--- src/rtl/countdown_timer.sv ---
`default_nettype none
// +------------------------------------------------------------------------+
// | countdown_timer                                                         |
// | HH:MM:SS countdown with load/start/pause control and expiry pulse.      |
// | Optional macro AUTO_RELOAD_EN: reload last accepted load on expiry.     |
// | Revision: 1.0 - initial release                                        |
// +------------------------------------------------------------------------+
module countdown_timer #(
    parameter int HH_MAX = 23
) (
    input  logic       clk,
    input  logic       reset,
    input  logic       en,
    input  logic       load,
    input  logic [5:0] load_hh,
    input  logic [5:0] load_mm,
    input  logic [5:0] load_ss,
    input  logic       start,
    input  logic       pause,
    output logic [5:0] hh,
    output logic [5:0] mm,
    output logic [5:0] ss,
    output logic       running,
    output logic       done,
    output logic       load_err
);

    localparam logic [5:0] c_MS_MAX = 6'd59;
    localparam logic [5:0] c_HH_MAX = 6'(HH_MAX);

    typedef enum logic [1:0] {
        S_IDLE    = 2'd0,
        S_RUN     = 2'd1,
        S_PAUSED  = 2'd2,
        S_EXPIRED = 2'd3
    } state_t;

    state_t     r_state, w_state_nxt;
    logic [5:0] r_hh, r_mm, r_ss;
    logic [5:0] w_hh_nxt, w_mm_nxt, w_ss_nxt;
    logic       r_done, r_load_err;
    logic       w_done_nxt, w_load_err_nxt;
    logic       w_load_ok, w_count_zero, w_last_tick;

    assign w_load_ok    = (load_ss <= c_MS_MAX) && (load_mm <= c_MS_MAX) && (load_hh <= c_HH_MAX);
    assign w_count_zero = (r_hh == 6'd0) && (r_mm == 6'd0) && (r_ss == 6'd0);
    assign w_last_tick  = (r_hh == 6'd0) && (r_mm == 6'd0) && (r_ss == 6'd1);

`ifdef AUTO_RELOAD_EN
    logic [5:0] r_rl_hh, r_rl_mm, r_rl_ss;
    logic       w_rl_zero;

    assign w_rl_zero = (r_rl_hh == 6'd0) && (r_rl_mm == 6'd0) && (r_rl_ss == 6'd0);

    always_ff @(posedge clk or posedge reset) begin
        if (reset) begin
            r_rl_hh <= 6'd0;
            r_rl_mm <= 6'd0;
            r_rl_ss <= 6'd0;
        end else if (load && w_load_ok) begin
            r_rl_hh <= load_hh;
            r_rl_mm <= load_mm;
            r_rl_ss <= load_ss;
        end
    end
`endif

    always_ff @(posedge clk or posedge reset) begin
        if (reset) begin
            r_state    <= S_IDLE;
            r_hh       <= 6'd0;
            r_mm       <= 6'd0;
            r_ss       <= 6'd0;
            r_done     <= 1'b0;
            r_load_err <= 1'b0;
        end else begin
            r_state    <= w_state_nxt;
            r_hh       <= w_hh_nxt;
            r_mm       <= w_mm_nxt;
            r_ss       <= w_ss_nxt;
            r_done     <= w_done_nxt;
            r_load_err <= w_load_err_nxt;
        end
    end

    // Request priority: load, then pause, then start; an asserted pause masks start.
    always_comb begin
        w_state_nxt    = r_state;
        w_hh_nxt       = r_hh;
        w_mm_nxt       = r_mm;
        w_ss_nxt       = r_ss;
        w_done_nxt     = 1'b0;
        w_load_err_nxt = 1'b0;
        if (load) begin
            if (w_load_ok) begin
                w_state_nxt = S_IDLE;
                w_hh_nxt    = load_hh;
                w_mm_nxt    = load_mm;
                w_ss_nxt    = load_ss;
            end else begin
                w_load_err_nxt = 1'b1;
            end
        end else if (pause) begin
            if (r_state == S_RUN) begin
                w_state_nxt = S_PAUSED;
            end
        end else begin
            case (r_state)
                S_IDLE: begin
                    if (start) begin
                        if (w_count_zero) begin
                            w_state_nxt = S_EXPIRED;
                            w_done_nxt  = 1'b1;
                        end else begin
                            w_state_nxt = S_RUN;
                        end
                    end
                end
                S_PAUSED: begin
                    if (start) begin
                        w_state_nxt = S_RUN;
                    end
                end
                S_RUN: begin
                    if (en) begin
                        if (w_last_tick) begin
                            w_done_nxt = 1'b1;
                            w_ss_nxt   = 6'd0;
`ifdef AUTO_RELOAD_EN
                            if (!w_rl_zero) begin
                                w_hh_nxt = r_rl_hh;
                                w_mm_nxt = r_rl_mm;
                                w_ss_nxt = r_rl_ss;
                            end else begin
                                w_state_nxt = S_EXPIRED;
                            end
`else
                            w_state_nxt = S_EXPIRED;
`endif
                        end else if (r_ss != 6'd0) begin
                            w_ss_nxt = r_ss - 6'd1;
                        end else if (r_mm != 6'd0) begin
                            w_ss_nxt = c_MS_MAX;
                            w_mm_nxt = r_mm - 6'd1;
                        end else begin
                            w_ss_nxt = c_MS_MAX;
                            w_mm_nxt = c_MS_MAX;
                            w_hh_nxt = r_hh - 6'd1;
                        end
                    end
                end
                default: begin
                    w_state_nxt = r_state;
                end
            endcase
        end
    end

    assign hh       = r_hh;
    assign mm       = r_mm;
    assign ss       = r_ss;
    assign running  = (r_state == S_RUN);
    assign done     = r_done;
    assign load_err = r_load_err;

endmodule
`default_nettype wire

--- config.mk ---
export PLATFORM = sky130hd
export DESIGN_NAME = countdown_timer
export DESIGN_NICKNAME = d
export VERILOG_FILES = /design/src/rtl/countdown_timer.sv
export SDC_FILE = /design/constraint.sdc
export NUM_CORES = 1
export LEC_CHECK = 0
export CAP_MARGIN = 15
export CORE_MARGIN = 2
export CORE_UTILIZATION = 47
export CTS_CLUSTER_DIAMETER = 150
export DETAILED_ROUTE_END_ITERATION = 10
export PLACE_DENSITY_LB_ADDON = 0.08
export SKIP_LAST_GASP = 1
export SLEW_MARGIN = 20
export SYNTH_ARGS = -nofsm -noshare
export SYNTH_HDL_FRONTEND = slang
export SYNTH_SLANG_ARGS = --single-unit
export TNS_END_PERCENT = 20
--- constraint.sdc ---
create_clock -name clk -period 2.5 [get_ports clk]
set_clock_uncertainty 0.05 [all_clocks]
set_input_delay 0.5 -clock clk [delete_from_list [all_inputs] [get_ports clk]]
set_output_delay 0.5 -clock clk [all_outputs]
set_load 0.005 [all_outputs]
==> impl_metrics.toml <==
[timing]
rsz0062_at_grt = "false"
finalCritPeriodShare_pct = 89.58
setup-violations-final = 0
tightest_slew_ps = 379.6
fin_hold_ws_ps = 445.1
relSlewSlack_pct = 74.46
drv_slew = 0
layout_min_cycle_time_ps = 2239
hold_viol_final = 0
max_freq_mhz = 446.5

[cells_and_area]
drive_gt1_share_pct = 7.489
n_antenna_cell = 0
final_cell_area_um2 = 2069
area_growth_pct = 38.18
final_common_cell = "clkdlybuf4s50_1"
final_cell_mix = "clkdlybuf4s50_1, nand2_1, dfrtp_1, a21oi_1, nor2_1"
stdcell_count = 271
layout.nets = 262

[synth]
syn_avg_cell_area_um2 = 8.462
synth_top_flop_cell = "dfrtp_1"
synth_nets = 211
ys_types = 41
ys_seq_elements = 22
ys_async_sr_fraction_pct = 100.0
synth-seq-area-share_pct = 36.76
synth_edf_count = 0
ys_warn_count = 0
synth_area_um2 = 1498
netlist_instances = 177

[setup_path]
cp.required_ps = 2670
path_class = "register to register"
slowest_stage = "dfrtp_1"
end_kind = "register"
r2r_slack_ps = 260
slowest_delay_ps = 410
cp_max_fo = 8
worstPathCellList = "inv_1 -> ha_1 -> nor2b_1 -> and4_1 -> a222oi_1 -> buf_4 -> nand2_2 -> mux2_1"
path_buf_inv = 2
crit_path_start_kind = "register"
cp.arrival_ps = 2410
cpLargestDelayFamily = "simple AND/OR/NAND/NOR gates"

[clock_network]
clk_latency_ps = 320
clockRootBuffer = "clkbuf_4"
h-tree-depth = 1
cts_setup_buffers = 0
ctsResizeCount = 0
cts_buffers = 3
hold_buffers = 0
clk_pin_slew_worst_paths_ps = 140
clk_path_buf_depth = 2
cts_tree = "built"
clkSinkCount = 22

[global_routing]
antenna_found_initial = 0
grt_max_degree = 23
grt_pass1_wl_mm = 6.561
grtUsageTotal_pct = 23.50
grt_pass1_vias = 1488
grt_overflow = 0

[place]
hpwl_mm = 2.974
dp_cells = 267
placed_area_um2 = 2033
gp_congestion = 0.8926
port_buffers = 44

[run]
maxCapViolations = 0

[floorplanning]
die_area_um2 = 3654
core_area_um2 = 3053
placementRows = 20
ios = 45
die-height_um = 60.45
dieWidth_um = 60.45
start_util_pct = 49.06

[routing]
drtIter0Drc = 63
ant_nets = 0
vias = 1493
routed_wl_mm = 3.908
drc = 0
drt_pass1_iterations = 4
wl_per_cell_um = 14.42
routed_via_density = 5.509

[min_path]
min-delay-path-class = "primary input to asynchronous set/reset pin"

[power]
p_leak_uw = 0.0009014
powerDensity_nw_per_um2 = 868.7
vdd_drop_max_mv = 0.5173

[outcome]
status = "complete, no violations"
[registers in the layout (all words and copies together), names as in the netlist]
name,flops
load_err,1
r_state,2
done,1
hh,6
mm,6
ss,6
[power by group]
group | internal (uW) | leakage, uW | switching, uW
logic | 523 | 0.000617 | 383
registers | 490 | 0.000263 | 187
clock network | 89.1 | 0.0000210 | 126
[cell usage after synthesis (5+ instances only)]
library cell   n  area (um^2)
nor2_1        15        56.30
clkbuf_1       6        22.52
nor3_1         5        25.02
xnor2_1        5        43.79
dfrtp_1       22        550.5
nand4_1        5        31.28
ha_1          10        125.1
nand2_1       24        90.09
inv_1         11        41.29
o21ai_0       11        55.05
a21oi_1       16        80.08
a22o_1         5        43.79
[cell type report]
| class | count | area [um^2] |
|---|---|---|
| inverter | 11 | 41.29 |
| tap | 44 | 55.05 |
| sequential | 22 | 550.5 |
| fill | 269 | 983.4 |
| multi-input combinational | 137 | 878.3 |
| clock buffer | 4 | 36.28 |
| timing repair buffer | 53 | 508.0 |
[metrics by stage]
stage / utilization (%) / setup WS, ps / power, uW / setup TNS [ps]
6_report: 67.79 / 260.5 / 1798 / 0
5_1_grt: 67.79 / 132.4 / 1934 / 0
4_1_cts: 67.79 / 249.1 / 1801 / 0
3_5_place_dp: 66.60 / -71.62 / 1583 / -186.2
3_3_place_gp: 66.60 / 28.70 / 1548 / 0
2_1_floorplan: - / 211.3 / 1130 / 0
[tightest hold or removal path, cell delays in order]
cell and delay [ps]:
clkdlybuf4s50_1 390, inv_1 50, buf_4 290
[worst paths after layout]
| kind | from | endpoint | depth (start not counted) |
|---|---|---|---|
| max | mm[0]$_DFFE_PP0P_ | hh[2]$_DFFE_PP0P_ | 8 |
| min | reset | hh[1]$_DFFE_PP0P_ | 3 |
| max reg2reg | mm[0]$_DFFE_PP0P_ | hh[2]$_DFFE_PP0P_ | 8 |
| min reg2reg | r_state[0]$_DFFE_PP0P_ | r_state[0]$_DFFE_PP0P_ | 2 |
| max in group asynchronous | reset | load_err$_DFF_PP0_ | 3 |
| min in group clk | r_state[0]$_DFFE_PP0P_ | r_state[0]$_DFFE_PP0P_ | 2 |
[cells by family (layout without fill, tap and decap cells)]
logic type | Yosys count | after routing | share of synthesized area, %
simple gates | 67 | 67 | 22.31
xor+xnor | 6 | 6 | 3.509
flops | 22 | 22 | 36.76
buf+inv | 18 | 68 | 4.594
fa+ha+maj | 10 | 10 | 8.354
compound gates | 49 | 49 | 20.89
mux | 5 | 5 | 3.592
[routing by layer]
metal	vias up	routed length, um	GRT usage (%)
met3	4	161	2.132
met2	48	1943	39.91
met4	0	36	9.627
li1	736	-	-
met5	-	0	0
met1	705	1767	30.86
Power figures use the tool's default switching activity.
